## src/rtl/i2c_arb_pkg.sv

```systemverilog
// i2c_arb_pkg: shared state encoding and field widths for the I2C master arbiter
package i2c_arb_pkg;
  typedef enum logic [1:0] {IDLE = 2'd0, GRANTED = 2'd1, BUSY = 2'd2, RELEASE = 2'd3} arb_state_t;
  localparam int BYTES_W = 6;
  localparam int SADDR_W = 7;
  localparam int REG_W = 8;
  localparam int DATA_W = 8;
endpackage

```

## src/rtl/rr_pick.sv

```systemverilog
// rr_pick: round-robin priority picker, first set request after the last winner
module rr_pick #(
  parameter int N = 4,
  parameter int W = 2
) (
  input  logic [N-1:0] req,
  input  logic [W-1:0] last,
  output logic         found,
  output logic [W-1:0] idx,
  output logic [N-1:0] onehot
);
  always_comb begin
    found = |req;
    idx = last;
    // walk farthest-first so the nearest set request after last overwrites
    for (int k = N; k >= 1; k--)
      if (req[(int'(last) + k) % N]) idx = W'((int'(last) + k) % N);
    onehot = found ? {{(N-1){1'b0}}, 1'b1} << idx : '0;
  end
endmodule

```

## src/rtl/i2c_master_arbiter.sv

```systemverilog
// i2c_master_arbiter: round-robin sharing of one I2C master between requesters,
// with stalled-grant timeout and a forced STOP when an owner abandons a transfer
module i2c_master_arbiter
  import i2c_arb_pkg::*;
#(
  parameter int NUM_REQ = 4,
  parameter int IDX_W = 2,
  parameter int TIMEOUT_CYCLES = 1024
) (
  input  logic                       clk,
  input  logic                       reset,
  input  logic [NUM_REQ-1:0]         req,
  input  logic [NUM_REQ-1:0]         req_go,
  input  logic [NUM_REQ-1:0]         req_stop,
  input  logic [NUM_REQ-1:0]         req_rw,
  input  logic [BYTES_W*NUM_REQ-1:0] req_num_bytes,
  input  logic [SADDR_W*NUM_REQ-1:0] req_slave_addr,
  input  logic [REG_W*NUM_REQ-1:0]   req_reg_addr,
  input  logic [DATA_W*NUM_REQ-1:0]  req_wdata,
  output logic [NUM_REQ-1:0]         gnt,
  output logic [IDX_W-1:0]           gnt_idx,
  output logic [NUM_REQ-1:0]         req_done,
  output logic [NUM_REQ-1:0]         req_ready,
  output logic [NUM_REQ-1:0]         req_ack,
  output logic [DATA_W-1:0]          rdata,
  output logic                       timeout_err,
  output logic                       m_go,
  output logic                       m_stop,
  output logic                       m_rw,
  output logic [BYTES_W-1:0]         m_num_bytes,
  output logic [SADDR_W-1:0]         m_slave_addr,
  output logic [REG_W-1:0]           m_reg_addr,
  output logic [DATA_W-1:0]          m_wdata,
  input  logic                       m_done,
  input  logic                       m_ready,
  input  logic                       m_ack,
  input  logic [DATA_W-1:0]          m_rdata
);
  localparam int CNT_W = $clog2(TIMEOUT_CYCLES + 1);
  arb_state_t state;
  logic [CNT_W-1:0] cnt;
  logic force_stop;
  logic found;
  logic [IDX_W-1:0] pick_idx;
  logic [NUM_REQ-1:0] pick_oh;
  logic active;
  logic own_req;
  rr_pick #(.N(NUM_REQ), .W(IDX_W)) u_pick (
    .req(req),
    .last(gnt_idx),
    .found(found),
    .idx(pick_idx),
    .onehot(pick_oh)
  );
  assign active = |gnt;
  assign own_req = req[gnt_idx];
  assign m_go = req_go[gnt_idx] & own_req & (state == GRANTED || state == BUSY);
  assign m_stop = (req_stop[gnt_idx] & active) | force_stop;
  assign m_rw = active & req_rw[gnt_idx];
  assign m_num_bytes = active ? req_num_bytes[gnt_idx*BYTES_W +: BYTES_W] : '0;
  assign m_slave_addr = active ? req_slave_addr[gnt_idx*SADDR_W +: SADDR_W] : '0;
  assign m_reg_addr = active ? req_reg_addr[gnt_idx*REG_W +: REG_W] : '0;
  assign m_wdata = active ? req_wdata[gnt_idx*DATA_W +: DATA_W] : '0;
  assign req_done = {NUM_REQ{m_done}} & gnt;
  assign req_ready = {NUM_REQ{m_ready}} & gnt;
  assign req_ack = {NUM_REQ{m_ack}} & gnt;
  assign rdata = m_rdata;
  always_ff @(posedge clk or negedge reset) begin
    if (!reset) begin
      state <= IDLE;
      gnt <= '0;
      gnt_idx <= IDX_W'(NUM_REQ - 1);
      cnt <= '0;
      timeout_err <= 1'b0;
      force_stop <= 1'b0;
    end else begin
      timeout_err <= 1'b0;
      force_stop <= 1'b0;
      case (state)
        IDLE: if (found && m_done) begin
          gnt <= pick_oh;
          gnt_idx <= pick_idx;
          cnt <= '0;
          state <= GRANTED;
        end
        GRANTED: begin
          cnt <= cnt + 1'b1;
          // a dropped request beats a same-cycle go, which m_go already masks
          if (!own_req) begin
            gnt <= '0;
            state <= IDLE;
          end else if (m_go) state <= BUSY;
          else if (cnt == CNT_W'(TIMEOUT_CYCLES - 1)) begin
            gnt <= '0;
            timeout_err <= 1'b1;
            state <= IDLE;
          end
        end
        BUSY: if (!own_req) begin
          gnt <= '0;
          state <= m_done ? IDLE : RELEASE;
          force_stop <= !m_done;
        end
        RELEASE: if (m_done) state <= IDLE;
        default: state <= IDLE;
      endcase
    end
  end
endmodule
```

## config.mk

```make
export PLATFORM = sky130hd
export DESIGN_NAME = i2c_master_arbiter
export DESIGN_NICKNAME = d
export VERILOG_FILES = /design/src/rtl/i2c_arb_pkg.sv /design/src/rtl/rr_pick.sv /design/src/rtl/i2c_master_arbiter.sv
export SDC_FILE = /design/constraint.sdc
export NUM_CORES = 1
export LEC_CHECK = 0
export BUFFER_PORTS_ARGS = -buffer_cell sky130_fd_sc_hd__buf_2
export CORE_UTILIZATION = 30
export CTS_CLUSTER_SIZE = 12
export DETAILED_ROUTE_END_ITERATION = 8
export PLACE_DENSITY = 0.62
export SKIP_CTS_REPAIR_TIMING = 1
export SYNTH_ARGS = -nofsm -noshare
export SYNTH_HDL_FRONTEND = slang
export SYNTH_SLANG_ARGS = --single-unit
```

## constraint.sdc

```tcl
create_clock -name clk -period 3.7 [get_ports clk]
set_input_delay 0.74 -clock clk [delete_from_list [all_inputs] [get_ports clk]]
set_output_delay 0.74 -clock clk [all_outputs]
set_load 0.01 [all_outputs]
```

==> results.sh <==
export IMPL_timing_final_crit_share_pct=80.2
export IMPL_ir_drop_uv=179
export IMPL_cts_root_buf="clkbuf_8"
export IMPL_gr_total_overflow=0
export IMPL_p_total_mw=2.17
export IMPL_finalClockSkew_ns=0.00690
export IMPL_ys_seq_elements=21
export IMPL_synth_common_cells="mux4_2, nor2b_1, dfrtp_1, and2_1, nor2_1"
export IMPL_ys_top_cells_by_area="mux4_2, dfrtp_1, nor2b_1, and2_1, ha_1"
export IMPL_cts_buffers=3
export IMPL_grt_usage_pct=20.8
export IMPL_cpPeakStageDelay_ns=0.82
export IMPL_clk_latency_ns=0.26
export IMPL_start_util_pct=31.2
export IMPL_yosysUniqueCellTypes=41
export IMPL_crit_chain="buf_12 -> mux4_2 -> a21o_1 -> buf_2"
export IMPL_cts_tree="done"
export IMPL_routed_via_density=4.96
export IMPL_initialDrtViolationCount=75
export IMPL_yosysTopAreaCellShare_pct=28.8
export IMPL_wl_um=8990
export IMPL_multiInputGateArea_sq_um=1750
export IMPL_hold_path_class="input pin to async pin"
export IMPL_rsz0062_at_grt="false"
export IMPL_yosysTopAreaCell="mux4_2"
export IMPL_antenna_found_initial=1
export IMPL_cts_sinks=21
export IMPL_slowest_stage="dfstp_2"
export IMPL_critPathLaunchType="flop"
export IMPL_synth_ff_type="dfrtp_1"
export IMPL_crit_required_ns=2.96
export IMPL_drc=0
export IMPL_path_class="flop to output pin"
export IMPL_die_w_um=91.8
export IMPL_dr_pass1_iters=4
export IMPL_status="finished clean"
export IMPL_grt_max_degree=32
export IMPL_ff_latch_area_sq_um=528
export IMPL_synthCells=222
export IMPL_synth_nets=373
export IMPL_num_rows=32
export IMPL_tns_ns=0
export IMPL_nFillCells=776
export IMPL_fin_crit_ns=2.97
export IMPL_max_freq_mhz=337
export IMPL_antenna_left=0
export IMPL_ys_async_sr_fraction_pct=100
export IMPL_layout_nets=548
export IMPL_setup_viol=0
export IMPL_power_density_nw_per_um2=631
export IMPL_syn_area_sq_um=2420
export IMPL_crit_path_end_kind="output pin"
export IMPL_coreArea_sq_um=7770
export IMPL_drv_cap=0
export IMPL_portBuffers=187
export IMPL_drive_gt1_share_pct=61.1
export IMPL_ctsLongestPathBuffers=2
export IMPL_path_clk_slew_ns=0.08
export IMPL_worst_slew_pin_slew_ns=0.560
export IMPL_synth_edf_count=0
export IMPL_final_hold_viol_count=0
export IMPL_relSlewSlack_pct=62.5
export IMPL_hpwl_um=7670
export IMPL_wl_per_cell_um=18.0
export IMPL_critical_path_max_fanout=25
export IMPL_grt_pass1_vias=2397
export IMPL_vias=2474
export IMPL_yosys_warnings=0
export IMPL_htreeDepth=1
export IMPL_grt_first_pass_wirelength_um=13200
export IMPL_gp_congestion=0.880
export IMPL_area_delta_synth_final_pct=42.4
export IMPL_io_pins=204
export IMPL_final_max_slew_violation_count=0
export IMPL_die_area_sq_um=8430
export IMPL_die_h_um=91.8
export IMPL_avgSynthCellArea_sq_um=10.9
export IMPL_cp_arrival_ns=2.23
export IMPL_seq_area_frac_synth_pct=21.8
export IMPL_p_leak_nw=1.76
[cells by family (layout without fill, tap and decap cells)]
family,count (synthesis),in the layout,share of synthesized area (%)
compound gates,25,25,9.20
xor+xnor,8,8,2.89
fa+ha+maj,6,6,3.10
buf+inv,26,200,6.20
flops,21,21,21.8
mux,43,43,34.7
other cells,0,1,0
simple gates,93,93,22.1
[critical path: cells and delay by family (launching register included)]
kind / cells / cell delay, ns
AOI/OAI and AO/OA: 1 / 0.20
buffers and inverters: 2 / 0.42
DFF: 1 / 0.82
muxes: 1 / 0.52
[power by group]
| part | switching (mW) | total [mW] | internal (mW) |
|---|---|---|---|
| Sequential | 0.118 | 0.410 | 0.292 |
| Clock | 0.0782 | 0.153 | 0.0751 |
| Combinational | 0.769 | 1.61 | 0.842 |
[final cells by class]
type	count	share of cell area, %
Clock buffer	3	1.20
Inverter	6	0.653
Multi-Input combinational cell	175	50.7
Sequential cell	21	15.3
Antenna cell	1	0.0726
Timing Repair Buffer	190	28.2
Tap cell	102	3.70
Clock inverter	1	0.145
[worst paths after layout]
kind | from | end | slack [ns] | cells past startpoint
max | gnt_idx[0]$_DFFE_PN1P_ | m_stop | 0.73 | 4
min | reset | cnt[7]$_DFFE_PN0P_ | 0.42 | 1
max reg2reg | gnt_idx[0]$_DFFE_PN1P_ | gnt[0]$_DFFE_PN0P_ | 1.52 | 5
min reg2reg | cnt[1]$_DFFE_PN0P_ | cnt[1]$_DFFE_PN0P_ | 0.54 | 1
max in group asynchronous | reset | gnt_idx[0]$_DFFE_PN1P_ | 2.92 | 1
min in group clk | cnt[1]$_DFFE_PN0P_ | cnt[1]$_DFFE_PN0P_ | 0.54 | 1
[per-layer routing]
layer	track usage, %	vias up	share of wire (%)
li1	-	1168	-
met1	26.6	1206	41
met2	37.2	88	53
met3	3.15	12	4.7
met4	3.78	0	1.6
met5	0	-	0
[stage by stage]
stage | cell area, sq um | hold slack (ns) | instances | setup slack [ns] | utilization [%]
floorplan | 2420 | 0.444 | 222 | 1.25 | -
CTS | 3440 | 0.436 | 498 | 0.666 | 44.3
global route | 3450 | 0.448 | 499 | 0.583 | 44.4
finish | 3450 | 0.421 | 499 | 0.732 | 44.4
global placement | 3400 | 0.508 | 494 | 1.02 | 43.8
detailed placement | 3400 | 0.526 | 494 | 0.969 | 43.8
[placed cells by master (no fill, tap or decap), types with 2 or more instances in the layout]
master      n
a211oi_1    4
a21oi_1     3
and2_1     13
and3_1      2
and3b_1     2
buf_2     187
buf_4       2
clkbuf_8    3
dfrtp_1    19
dfstp_2     2
ha_1        6
inv_1       6
mux2_2      2
mux2_4      4
mux2i_1     6
mux4_2     31
nand2_1    12
nand2b_1    6
nand3_1     3
nand3b_1    2
nand4_1     2
nor2_1     13
nor2b_1    31
nor4_1      2
o21ai_0     8
o22ai_2     2
xor2_1      7
[state kept, by name, indices dropped and copies added, names as in the netlist]
register     cells
cnt             11
force_stop       1
gnt              4
gnt_idx          2
state            2
timeout_err      1
No activity file was read; power rests on OpenSTA's default activity.
